**src/rtl/dmem_ctrl.sv**
```systemverilog
`default_nettype none
// ============================================================================
// Module   : dmem_ctrl
// Brief    : Round-robin data-memory controller for two requesters. Handles
//            sign/zero-extended sub-word loads and read-modify-write sub-word
//            stores.
// Revision : 1.0 - initial release
// ============================================================================
module dmem_ctrl (
    input  logic        clk_i,
    input  logic        rst_i,

    input  logic        req0_valid_i,
    output logic        req0_ready_o,
    input  logic [31:0] req0_addr_i,
    input  logic [31:0] req0_wdata_i,
    input  logic        req0_we_i,
    input  logic [1:0]  req0_size_i,
    input  logic        req0_unsigned_i,
    output logic        rsp0_valid_o,
    output logic [31:0] rsp0_rdata_o,
    output logic        rsp0_err_o,

    input  logic        req1_valid_i,
    output logic        req1_ready_o,
    input  logic [31:0] req1_addr_i,
    input  logic [31:0] req1_wdata_i,
    input  logic        req1_we_i,
    input  logic [1:0]  req1_size_i,
    input  logic        req1_unsigned_i,
    output logic        rsp1_valid_o,
    output logic [31:0] rsp1_rdata_o,
    output logic        rsp1_err_o,

    output logic [31:0] mem_addr_o,
    output logic [31:0] mem_wdata_o,
    output logic        mem_we_o,
    input  logic [31:0] mem_rdata_i
);

    typedef logic [31:0] bus32_t;

    typedef enum logic [1:0] {
        S_IDLE   = 2'd0,
        S_ACCESS = 2'd1,
        S_WRITE  = 2'd2,
        S_RESP   = 2'd3
    } state_t;

    localparam logic [1:0] C_SZ_BYTE = 2'b00;
    localparam logic [1:0] C_SZ_HALF = 2'b01;
    localparam logic [1:0] C_SZ_WORD = 2'b10;

    state_t     r_state;
    logic       r_last_grant;
    logic       r_port;
    bus32_t     r_addr;
    bus32_t     r_wdata;
    bus32_t     r_old;
    bus32_t     r_rdata;
    logic       r_we;
    logic [1:0] r_size;
    logic       r_uns;
    logic       r_err;

    logic       w_grant0;
    logic       w_grant1;
    logic       w_err;
    bus32_t     w_byte_shift;
    bus32_t     w_half_shift;
    bus32_t     w_load;
    bus32_t     w_merge;
    bus32_t     w_word_addr;

    // A tie goes to the port that did not win last time.
    assign w_grant0 = (r_state == S_IDLE) && req0_valid_i && (!req1_valid_i || r_last_grant);
    assign w_grant1 = (r_state == S_IDLE) && req1_valid_i && (!req0_valid_i || !r_last_grant);

    assign req0_ready_o = w_grant0 && !rst_i;
    assign req1_ready_o = w_grant1 && !rst_i;

    assign w_err = (r_size == 2'b11)
                || ((r_size == C_SZ_HALF) && r_addr[0])
                || ((r_size == C_SZ_WORD) && (r_addr[1:0] != 2'b00));

    assign w_word_addr  = {r_addr[31:2], 2'b00};
    assign w_byte_shift = mem_rdata_i >> {r_addr[1:0], 3'b000};
    assign w_half_shift = mem_rdata_i >> {r_addr[1], 4'b0000};

    always_comb begin
        w_load = mem_rdata_i;
        case (r_size)
            C_SZ_BYTE: w_load = r_uns ? {24'd0, w_byte_shift[7:0]}
                                      : {{24{w_byte_shift[7]}}, w_byte_shift[7:0]};
            C_SZ_HALF: w_load = r_uns ? {16'd0, w_half_shift[15:0]}
                                      : {{16{w_half_shift[15]}}, w_half_shift[15:0]};
            default:   w_load = mem_rdata_i;
        endcase
    end

    always_comb begin
        w_merge = r_old;
        if (r_size == C_SZ_BYTE) begin
            w_merge[{r_addr[1:0], 3'b000} +: 8] = r_wdata[7:0];
        end else if (r_addr[1]) begin
            w_merge[31:16] = r_wdata[15:0];
        end else begin
            w_merge[15:0] = r_wdata[15:0];
        end
    end

    // Memory write enable is gated by reset so an abandoned store never lands.
    always_comb begin
        mem_addr_o  = '0;
        mem_wdata_o = '0;
        mem_we_o    = 1'b0;
        case (r_state)
            S_ACCESS: begin
                mem_addr_o = w_word_addr;
                if (!w_err && r_we && (r_size == C_SZ_WORD)) begin
                    mem_wdata_o = r_wdata;
                    mem_we_o    = !rst_i;
                end
            end
            S_WRITE: begin
                mem_addr_o  = w_word_addr;
                mem_wdata_o = w_merge;
                mem_we_o    = !rst_i;
            end
            default: ;
        endcase
    end

    assign rsp0_valid_o = (r_state == S_RESP) && !r_port && !rst_i;
    assign rsp1_valid_o = (r_state == S_RESP) &&  r_port && !rst_i;
    assign rsp0_rdata_o = rsp0_valid_o ? r_rdata : '0;
    assign rsp1_rdata_o = rsp1_valid_o ? r_rdata : '0;
    assign rsp0_err_o   = rsp0_valid_o && r_err;
    assign rsp1_err_o   = rsp1_valid_o && r_err;

    always_ff @(posedge clk_i) begin
        if (rst_i) begin
            r_state      <= S_IDLE;
            r_last_grant <= 1'b1;
            r_port       <= 1'b0;
            r_addr       <= '0;
            r_wdata      <= '0;
            r_old        <= '0;
            r_rdata      <= '0;
            r_we         <= 1'b0;
            r_size       <= '0;
            r_uns        <= 1'b0;
            r_err        <= 1'b0;
        end else begin
            case (r_state)
                S_IDLE: begin
                    if (w_grant0 || w_grant1) begin
                        r_port       <= w_grant1;
                        r_last_grant <= w_grant1;
                        r_addr       <= w_grant1 ? req1_addr_i     : req0_addr_i;
                        r_wdata      <= w_grant1 ? req1_wdata_i    : req0_wdata_i;
                        r_we         <= w_grant1 ? req1_we_i       : req0_we_i;
                        r_size       <= w_grant1 ? req1_size_i     : req0_size_i;
                        r_uns        <= w_grant1 ? req1_unsigned_i : req0_unsigned_i;
                        r_err        <= 1'b0;
                        r_rdata      <= '0;
                        r_state      <= S_ACCESS;
                    end
                end
                S_ACCESS: begin
                    if (w_err) begin
                        r_err   <= 1'b1;
                        r_rdata <= '0;
                        r_state <= S_RESP;
                    end else if (!r_we) begin
                        r_rdata <= w_load;
                        r_state <= S_RESP;
                    end else if (r_size == C_SZ_WORD) begin
                        r_state <= S_RESP;
                    end else begin
                        r_old   <= mem_rdata_i;
                        r_state <= S_WRITE;
                    end
                end
                S_WRITE: r_state <= S_RESP;
                default: r_state <= S_IDLE;
            endcase
        end
    end

endmodule
`default_nettype wire
```
**config.mk**
```make
export PLATFORM = sky130hd
export DESIGN_NAME = dmem_ctrl
export DESIGN_NICKNAME = d
export VERILOG_FILES = /design/src/rtl/dmem_ctrl.sv
export SDC_FILE = /design/constraint.sdc
export NUM_CORES = 1
export LEC_CHECK = 0
export BUFFER_PORTS_ARGS = -buffer_cell sky130_fd_sc_hd__clkbuf_2
export CAP_MARGIN = 25
export CELL_PAD_IN_SITES_DETAIL_PLACEMENT = 0
export CELL_PAD_IN_SITES_GLOBAL_PLACEMENT = 1
export CORE_MARGIN = 1
export CORE_UTILIZATION = 35
export DETAILED_ROUTE_END_ITERATION = 8
export HOLD_SLACK_MARGIN = 0.05
export PLACE_DENSITY = 0.83
export SLEW_MARGIN = 20
export SYNTH_ARGS = -nofsm -noshare
export SYNTH_HDL_FRONTEND = slang
export SYNTH_SLANG_ARGS = --single-unit
```
**constraint.sdc**
```tcl
create_clock -name clk_i -period 3.3 [get_ports clk_i]
set_clock_uncertainty 0.05 [all_clocks]
set_input_delay 0.66 -clock clk_i [delete_from_list [all_inputs] [get_ports clk_i]]
set_output_delay 0.66 -clock clk_i [all_outputs]
set_load 0.02 [all_outputs]
```
==> impl_metrics.toml, run 1 <==
[outcome]
outcome = "complete, no violations"

[detailed_routing]
drc_errors = 0
drt_iter0_markers = 402
wire_per_inst_um = 17.7
via_per_inst = 5.14
antenna_left = 0
vias = 7500
drt-total-wl_um = 25800
drtPass1Iterations = 4

[timing]
fin_crit_ps = 3180
rsz0062_at_grt = "yes"
fin_crit_sh = 0.965
setup-violations-final = 0
max_freq_mhz = 314
holdWs_ps = 409
setup_slack_ps = 117
slew_viol_final = 0
worstMarginPinSlew_ps = 909
maxSlewHeadroom = 0.394
hold_viol_final = 0

[critical_path]
worstPathRequired_ps = 2590
path_class = "flop to primary output"
crit_arrival_ps = 2470
critPathLaunchType = "flop"
worstPathMaxFanout = 11
endpoint_kind = "primary output"

[synthesis]
synth_area_per_cell_um2 = 8.49
synth_flop_cell = "dfxtp_1"
async_flop_share = 0
netlist_area_um2 = 7670
synth_top_family_by_area = "compound AO/OA/AOI/OAI gates"
ys_types = 64
synth_edf_count = 0
synthMuxAreaShare = 0.111
yosysWarnings = 0
synth_adder_area_share = 0.0163
netlist_instances = 903
synth_seq_cells = 137
synth_compound_area_frac = 0.243
ys_seq_area_frac = 0.358
synth_xor_area_frac = 0
synthSimpleGateAreaFrac = 0.213

[floorplan]
core_um2 = 21200
io_pins = 307
start_util = 0.361
die-area_um2 = 22500
die_w_um = 150
die_y_um = 150
row_count = 53

[clock_tree]
cts_setup_buffers = 0
path_clk_slew_ps = 60
clock_path_buffers = 2
numCtsBuffers = 17
clock_sinks = 137
cts.htree.levels = 4
clock_latency_ps = 420
hold_buffers = 0
clock-root-buffer = "clkbuf_16"
cts_tree = "built"
postCtsResizedCells = 0

[placed_design]
portBuffers = 304
placedInstanceArea_um2 = 9380
hpwl_um = 19800
dpl_worst_slack_ps = 518
place.gp.congestion = 0.862
placed_cells = 1427

[finish]
nets = 1353
fin_cells = 1459
layout-drive-gt1-share = 0.328
area_delta_synth_final_pct = 29.7
stdcell_area_um2 = 9950
diodes = 0

[global_routing]
grt_pass1_vias = 6591
grt_first_pass_wirelength_um = 38000
antenna_found_initial = 0
grt_max_degree = 79
track_usage = 0.227
grt-ovfl-total = 0

[power]
power.share.switching = 0.422
p_seq_frac = 0.344
p_int_mw = 4.41
share_comb_of_total_power = 0.427
peakVddDrop_v = 0.000446
p_sw_mw = 3.22
power.density_nw_per_um2 = 767
pwr-share-clk = 0.228
power_mw = 7.63
leakagePower_nw = 4.72

[flow_run]
max_cap_violations = 0

[hold_path]
hp-class = "flop to flop"
[cell families (layout without fill, tap and decap cells)]
kind of cell / Yosys count / in the layout
simple gates: 322 / 322
compound gates: 252 / 252
flops: 137 / 137
buf+inv: 96 / 376
mux: 85 / 85
fa+ha+maj: 10 / 10
other cells: 1 / 2
[state kept, by name, indices dropped and copies added, names as in the netlist]
register and cells:
r_addr 32, r_err 1, r_last_grant 1, r_old 32
r_port 1, r_rdata 32, r_size 2, r_state 2
r_uns 1, r_wdata 32, r_we 1
[worst max-delay path, stage by stage (launching register included)]
cell      delay [ps]
dfxtp_1          340
buf_4            210
ha_1             260
nor4bb_2         390
a22o_1           170
a221oi_1          50
nor3b_1          270
buf_4            180
clkbuf_2         170
[synth_stat cells (6+ instances only)]
master / n / area, um2
a21oi_1: 63 / 315
nand2_1: 79 / 297
o32ai_1: 7 / 61.3
a22o_1: 25 / 219
or3_1: 9 / 56.3
inv_1: 15 / 56.3
buf_6: 6 / 67.6
buf_2: 23 / 115
a21o_1: 8 / 60.1
o2bb2ai_1: 23 / 201
a211oi_1: 69 / 518
a221o_1: 10 / 100
nor2_1: 84 / 315
dfxtp_1: 137 / 2740
mux2i_1: 84 / 841
ha_1: 10 / 125
nor2b_1: 19 / 119
and2_1: 97 / 607
nand2b_1: 7 / 43.8
o21ai_0: 11 / 55.1
a22oi_1: 8 / 60.1
clkbuf_1: 44 / 165
[power by group through the flow]
stage	registers [mW]	logic, mW	clock network (mW)
after CTS	2.63	3.26	1.78
final	2.63	3.26	1.74
after global routing	2.69	3.61	1.85
after floorplan	2.41	2.51	0
after detailed placement	2.66	3.24	0
after global placement	2.65	3.22	0
[routing by layer]
metal	GRT usage	wire length, um	part of all wire	vias to the layer above
met3	0.0537	1740	0.067	25
met5	0	0	0	-
li1	-	-	-	3774
met2	0.382	12400	0.48	295
met4	0.0677	408	0.016	0
met1	0.286	11200	0.43	3406
[path summary, 6_finish.rpt]
check / from / end / slack (ps) / cells past startpoint
max: r_addr[1] / mem_wdata_o[23] / 120 / 8
max reg2reg: r_size[1] / r_rdata[9] / 1090 / 6
min reg2reg: r_old[2] / r_old[2] / 410 / 2
min: r_old[2] / r_old[2] / 410 / 2
[layout by cell type (no fill, tap or decap), drive strengths merged, types with 6 or more instances in the layout]
master and count:
clkbuf 321, dfxtp 137, and2 97, nor2 85, mux2i 84, nand2 79, a211oi 71, a21oi 65
a22o 25, buf 24, o2bb2ai 23, nor2b 19, inv 18, a221o 12, o21ai 11, ha 10
or3 9, a21o 8, a22oi 8, nand2b 7, o32ai 7, clkinv 7, clkinvlp 6
[layout make-up]
class	count	area [um2]
clock inverters	14	100
fillers	2163	11300
clock buffers	18	439
well taps	275	344
inverters	17	63.8
flip-flops and latches	137	2740
multi-input cells	671	4530
repair buffers	327	1720
[through the flow]
stage          setup TNS [ps]  utilization
6_report                    0        0.469
4_1_cts                     0        0.468
3_5_place_dp                0        0.442
2_1_floorplan               0            -
3_3_place_gp                0        0.442
5_1_grt                 -82.0        0.469
(Power assumes the default switching activity.)
==> inputs of run 2 (changes only) <==
Settings changed: ABC_AREA set to 1, CORE_UTILIZATION 35 to 34, PLACE_DENSITY 0.83 to 0.85.
==> run 2 against run 1 <==
  * Sequential share of layout area down 2.2 points
  * Largest cell class unchanged
  * Global-route usage up 0.47 points
  * Hold slack better by 11 ps
  * Power up 11%
  * Combinational power up 22%
  * Highest routed layer unchanged
  * Synthesized area up 10%
==> impl_metrics.toml, run 2 <==
[synthesis]
netlist_top_cells_count = "nand2_1 (312), nand3_1 (208), nor2_1 (174)"
synth_flop_cell = "dfxtp_1"
ys_types = 36
synth_area_leaders = "dfxtp_1 (32%), nand2_1 (14%), nand3_1 (12%)"
synth.most_common_cell = "nand2_1"
netlist_area_um2 = 8460
yosysTopAreaCell = "dfxtp_1"
ys_seq_area_frac = 0.324
synth_edf_count = 0
yosysWarnings = 0
synth_top_area_share = 0.324
synth_area_per_cell_um2 = 6.16
netlist_instances = 1374
synth_seq_cells = 137
async_flop_share = 0

[hold_path]
hold_end = "r_rdata[14]"
hp-class = "flop to flop"
worstHoldStart = "r_rdata[14]"
holdPathStages = 2

[clock_tree]
clock_path_buffers = 2
cts.htree.levels = 4
cts_tree = "built"
numCtsBuffers = 17
clock-root-buffer = "clkbuf_16"
path_clk_slew_ps = 70
clock_latency_ps = 430
hold_buffers = 0
clock_sinks = 137

[detailed_routing]
via_per_inst = 4.88
drc_errors = 0
drtPass1Iterations = 5
drt-total-wl_um = 29500
wire_per_inst_um = 15.1
drt_iter0_markers = 642
antenna_left = 0
vias = 9563

[power]
power.density_nw_per_um2 = 786
power_mw = 8.48
leakagePower_nw = 5.40
peakVddDrop_v = 0.000377

[finish]
nets = 1803
diodes = 0
area_delta_synth_final_pct = 27.6
layout-drive-gt1-share = 0.235
fin_cells = 1958
stdcell_area_um2 = 10800
layout_common_cells = "nand2_1 (308), clkbuf_2 (304), nand3_1 (208)"
final_common_cell = "nand2_1"

[timing]
maxSlewHeadroom = 0.445
setup-violations-final = 0
rsz0062_at_grt = "yes"
hold_viol_final = 0
fin_crit_sh = 0.966
max_freq_mhz = 314
worstMarginPinSlew_ps = 830
slew_viol_final = 0
fin_crit_ps = 3190

[floorplan]
core_um2 = 24400
die_y_um = 160
row_count = 57
die-area_um2 = 25500
io_pins = 307
die_w_um = 160
start_util = 0.347

[critical_path]
reg2reg_depth = 9
crit_start = "r_size[1]"
r2r_start = "r_state[1]"
critPathLaunchType = "flop"
crit_arrival_ps = 2480
path_class = "flop to primary output"
worstPathMaxFanout = 37
rrSetupSlack_ps = 1030
endpoint_kind = "primary output"
worstPathRequired_ps = 2590
r2r_end = "r_old[1]"

[flow_run]
max_cap_violations = 0

[global_routing]
track_usage = 0.232
grt-ovfl-total = 0
grt_pass1_vias = 8931
grt_max_degree = 105
antenna_found_initial = 0
grt_first_pass_wirelength_um = 47400

[outcome]
outcome = "complete, no violations"

[placed_design]
place.gp.congestion = 0.875
placed_cells = 1923
portBuffers = 304
placedInstanceArea_um2 = 10100
hpwl_um = 22100
## run 2: changes by cell type after synthesis, sizes merged, moves of 69 or more
cell | before | now
a211oi | 71 | 2
and2 | 97 | 1
inv | 16 | 169
mux2i | 84 | 2
nand2 | 79 | 317
nand3 | 4 | 211
nor2 | 85 | 176
o211ai | 2 | 74
## run 2: report_power, final
part           leakage (nW)  internal [mW]  switching, mW
clock network         0.298           1.09          0.879
logic                  3.97           1.21           2.77
registers              1.12           2.14          0.394
total                  5.40           4.44           4.04
## run 2: how the worst max path moves through the flow
stage               slack (ps)  depth (start not counted)                to
finish                     110                          8    mem_wdata_o[5]
global route               -70                          8   mem_wdata_o[20]
global placement           580                          9   mem_wdata_o[31]
CTS                         90                          9   mem_wdata_o[29]
detailed placement         510                          7   rsp1_rdata_o[8]
floorplan                  450                          5  rsp0_rdata_o[10]
## run 2: final cells by class
cell class / count / area (um2)
multi-input cells: 966 / 4640
flip-flops and latches: 137 / 2740
clock buffers: 17 / 425
well taps: 324 / 405
fillers: 2710 / 13600
inverters: 173 / 657
repair buffers: 326 / 1750
clock inverters: 15 / 173
## run 2: per-layer routing
metal / wire (um) / share of wire / global-route usage / vias to the layer above
met5: 0 / 0 / 0 / -
met4: 580 / 0.020 / 0.0695 / 0
met3: 1720 / 0.058 / 0.0439 / 33
met2: 14300 / 0.49 / 0.395 / 257
met1: 12900 / 0.44 / 0.295 / 4340
li1: - / - / - / 4933
## run 2: critical path: stages (launching register included)
cell and delay [ps]:
dfxtp_1 350, inv_6 240, nand2_4 240, nand3_2 220
nand4_2 210, nand3_1 310, nand2_1 90, a21oi_1 170
clkbuf_2 200
## run 2: repair_timing
action	in CTS	in global routing
setup buffers	0	0
gates resized for setup	0	7
endpoints found under the setup margin	0	31
## run 2: cell families (layout without fill, tap and decap cells)
kind of cell / count (synthesis) / in the layout / share of synthesized area
AOI/OAI and AO/OA: 240 / 240 / 0.168
adders and majority gates: 10 / 10 / 0.0148
buffers and inverters: 272 / 531 / 0.131
DFF: 137 / 137 / 0.324
muxes: 2 / 2 / 0.00237
other: 1 / 2 / 0.000443
and+or+nand+nor: 712 / 712 / 0.360
## run 2: per-stage QoR
stage          utilization  worst slack [ps]  setup TNS, ps  hold slack (ps)
4_1_cts              0.439              91.3              0              417
2_1_floorplan            -               448              0              386
3_5_place_dp         0.415               513              0              407
3_3_place_gp         0.415               575              0              408
6_report             0.443               112              0              420
5_1_grt              0.443             -71.2           -588              432
==> inputs of run 3 (changes only) <==
Settings changed: CORE_UTILIZATION 34 to 35, CTS_BUF_LIST set to sky130_fd_sc_hd__clkbuf_8, PLACE_DENSITY 0.85 to 0.87.
==> run 3 against run 2 <==
  * Non-clock buffer count did not move
  * Largest power group unchanged
  * Via count rose by 1.5%
  * Critical path type unchanged
  * Final cell count fell by 0.26%
  * Utilization rose by 0.52 points
  * Highest routed layer unchanged
  * Critical path depth did not move
  * Wire length rose by 0.40%
==> impl_metrics.toml, run 3 (synthesis results as in run 2) <==
[outcome]
outcome = "complete, no violations"

[finish]
layout_common_cells = "nand2_1 (308), clkbuf_2 (304), nand3_1 (208)"
nets = 1803
finish.utilization = 0.448
layout-drive-gt1-share = 0.236
diodes = 0
stdcell_area_um2 = 10600
final_common_cell = "nand2_1"
area_delta_synth_final_pct = 25.0
fin_cells = 1953

[critical_path]
worstPathRequired_ps = 2590
crit_arrival_ps = 2520
path_class = "flop to primary output"
rrSetupSlack_ps = 980
reg2reg_depth = 8
critPathTopFamily = "simple AND/OR/NAND/NOR gates"
cp-endpoint = "mem_wdata_o[13]"
r2r_end = "r_wdata[3]"
endpoint_kind = "primary output"
path_buf_inv = 2
worstPathMaxFanout = 37
max_stage_delay_ps = 350
crit_path_frequent_cell = "nand2_1"
crit_start = "r_size[1]"
crit_chain = "inv_6 > nand2_4 > nand3_2 > nand4_2 > nand2_1 > nand2_1 > a21oi_1 > clkbuf_2"
slowest_stage = "dfxtp_1"
critPathLaunchType = "flop"
r2r_start = "r_state[0]"
worstSetupPathDepth = 8

[detailed_routing]
drtPass1Iterations = 5
drt_iter0_markers = 673
via_per_inst = 4.97
vias = 9708
drc_errors = 0
drt-total-wl_um = 29700
antenna_left = 0
wire_per_inst_um = 15.2

[placed_design]
placed_cells = 1918
portBuffers = 304
place.gp.congestion = 0.920
placedInstanceArea_um2 = 10100
dpl_worst_slack_ps = 449
hpwl_um = 22200

[global_routing]
grt_pass1_vias = 8974
grt_max_degree = 105
grt-ovfl-total = 0
track_usage = 0.242
antenna_found_initial = 0
grt_first_pass_wirelength_um = 46700

[power]
p_seq_frac = 0.322
pwr-share-clk = 0.172
power_mw = 7.88
share_comb_of_total_power = 0.506
p_sw_mw = 3.88
power.density_nw_per_um2 = 745
peakVddDrop_v = 0.000390
leakagePower_nw = 5.29
p_int_mw = 4.00
power.share.switching = 0.492

[floorplan]
start_util = 0.358
die_y_um = 157
row_count = 56
io_pins = 307
core_um2 = 23600
die-area_um2 = 24800
die_w_um = 157

[timing]
rsz0062_at_grt = "yes"
setup_slack_ps = 74.3
max_freq_mhz = 310
worstMarginPinSlew_ps = 914
fin_crit_sh = 0.977
holdWs_ps = 418
slew_viol_final = 0
setup-violations-final = 0
fin_crit_ps = 3230
hold_viol_final = 0
setup_tns_ps = 0
maxSlewHeadroom = 0.390

[clock_tree]
clock_sinks = 137
cts_tree = "built"
clock_path_buffers = 2
path_clk_slew_ps = 80
clock-root-buffer = "clkbuf_8"
cts.htree.levels = 4
clock_latency_ps = 460
numCtsBuffers = 17

[hold_path]
hp-class = "flop to flop"
holdPathStages = 2

[flow_run]
max_cap_violations = 0
==> run 3: cell count changes in the layout (fill, tap and decap cells not counted), sizes merged <==
cell / previous run / this run
clkinv: 7 / 8
clkinvlp: 0 / 4
inv: 180 / 172
clkbuf: 321 / 324
==> run 3: area by class of cell <==
| class | instances | area (um2) |
|---|---|---|
| Clock buffer | 20 | 275 |
| Clock inverter | 12 | 101 |
| Fill cell | 2597 | 13000 |
| Inverter | 173 | 661 |
| Multi-Input combinational cell | 966 | 4650 |
| Sequential cell | 137 | 2740 |
| Tap cell | 319 | 399 |
| Timing Repair Buffer | 326 | 1740 |
==> run 3: metal layers <==
metal | vias to the layer above | track usage | share of wire
li1 | 4924 | - | -
met1 | 4477 | 0.309 | 0.44
met2 | 268 | 0.413 | 0.49
met3 | 39 | 0.0394 | 0.048
met4 | 0 | 0.0781 | 0.018
met5 | - | 0 | 0
==> run 3: worst min-delay path by stage <==
stage,slack (ps),end,from
after floorplan,390,r_old[12],r_old[12]
after global placement,410,r_rdata[8],r_rdata[8]
after detailed placement,410,r_rdata[8],r_rdata[8]
after CTS,420,r_rdata[8],r_rdata[8]
after global routing,440,r_rdata[8],r_rdata[8]
final,420,r_rdata[10],r_rdata[10]
==> run 3: power by group through the flow <==
stage / Sequential (mW) / Clock, mW / Combinational, mW
after global placement: 2.54 / 0 / 3.92
after detailed placement: 2.55 / 0 / 3.95
after CTS: 2.52 / 1.39 / 3.96
after global routing: 2.59 / 1.46 / 4.49
after floorplan: 2.39 / 0 / 2.99
final: 2.54 / 1.35 / 3.99
==> run 3: tightest hold or removal path: cells and delay by family, from the launching register on <==
kind	cells	cell delay, ps
flip-flops	1	310
AND/OR/NAND/NOR	1	60
AO/OA/AOI/OAI	1	50
==> run 3: timing repair <==
item / 4_1_cts / 5_1_grt
resized for setup: 2 / 9
endpoints found under the setup margin: 6 / 33
hold buffers: 0 / 0
setup buffers: 0 / 1
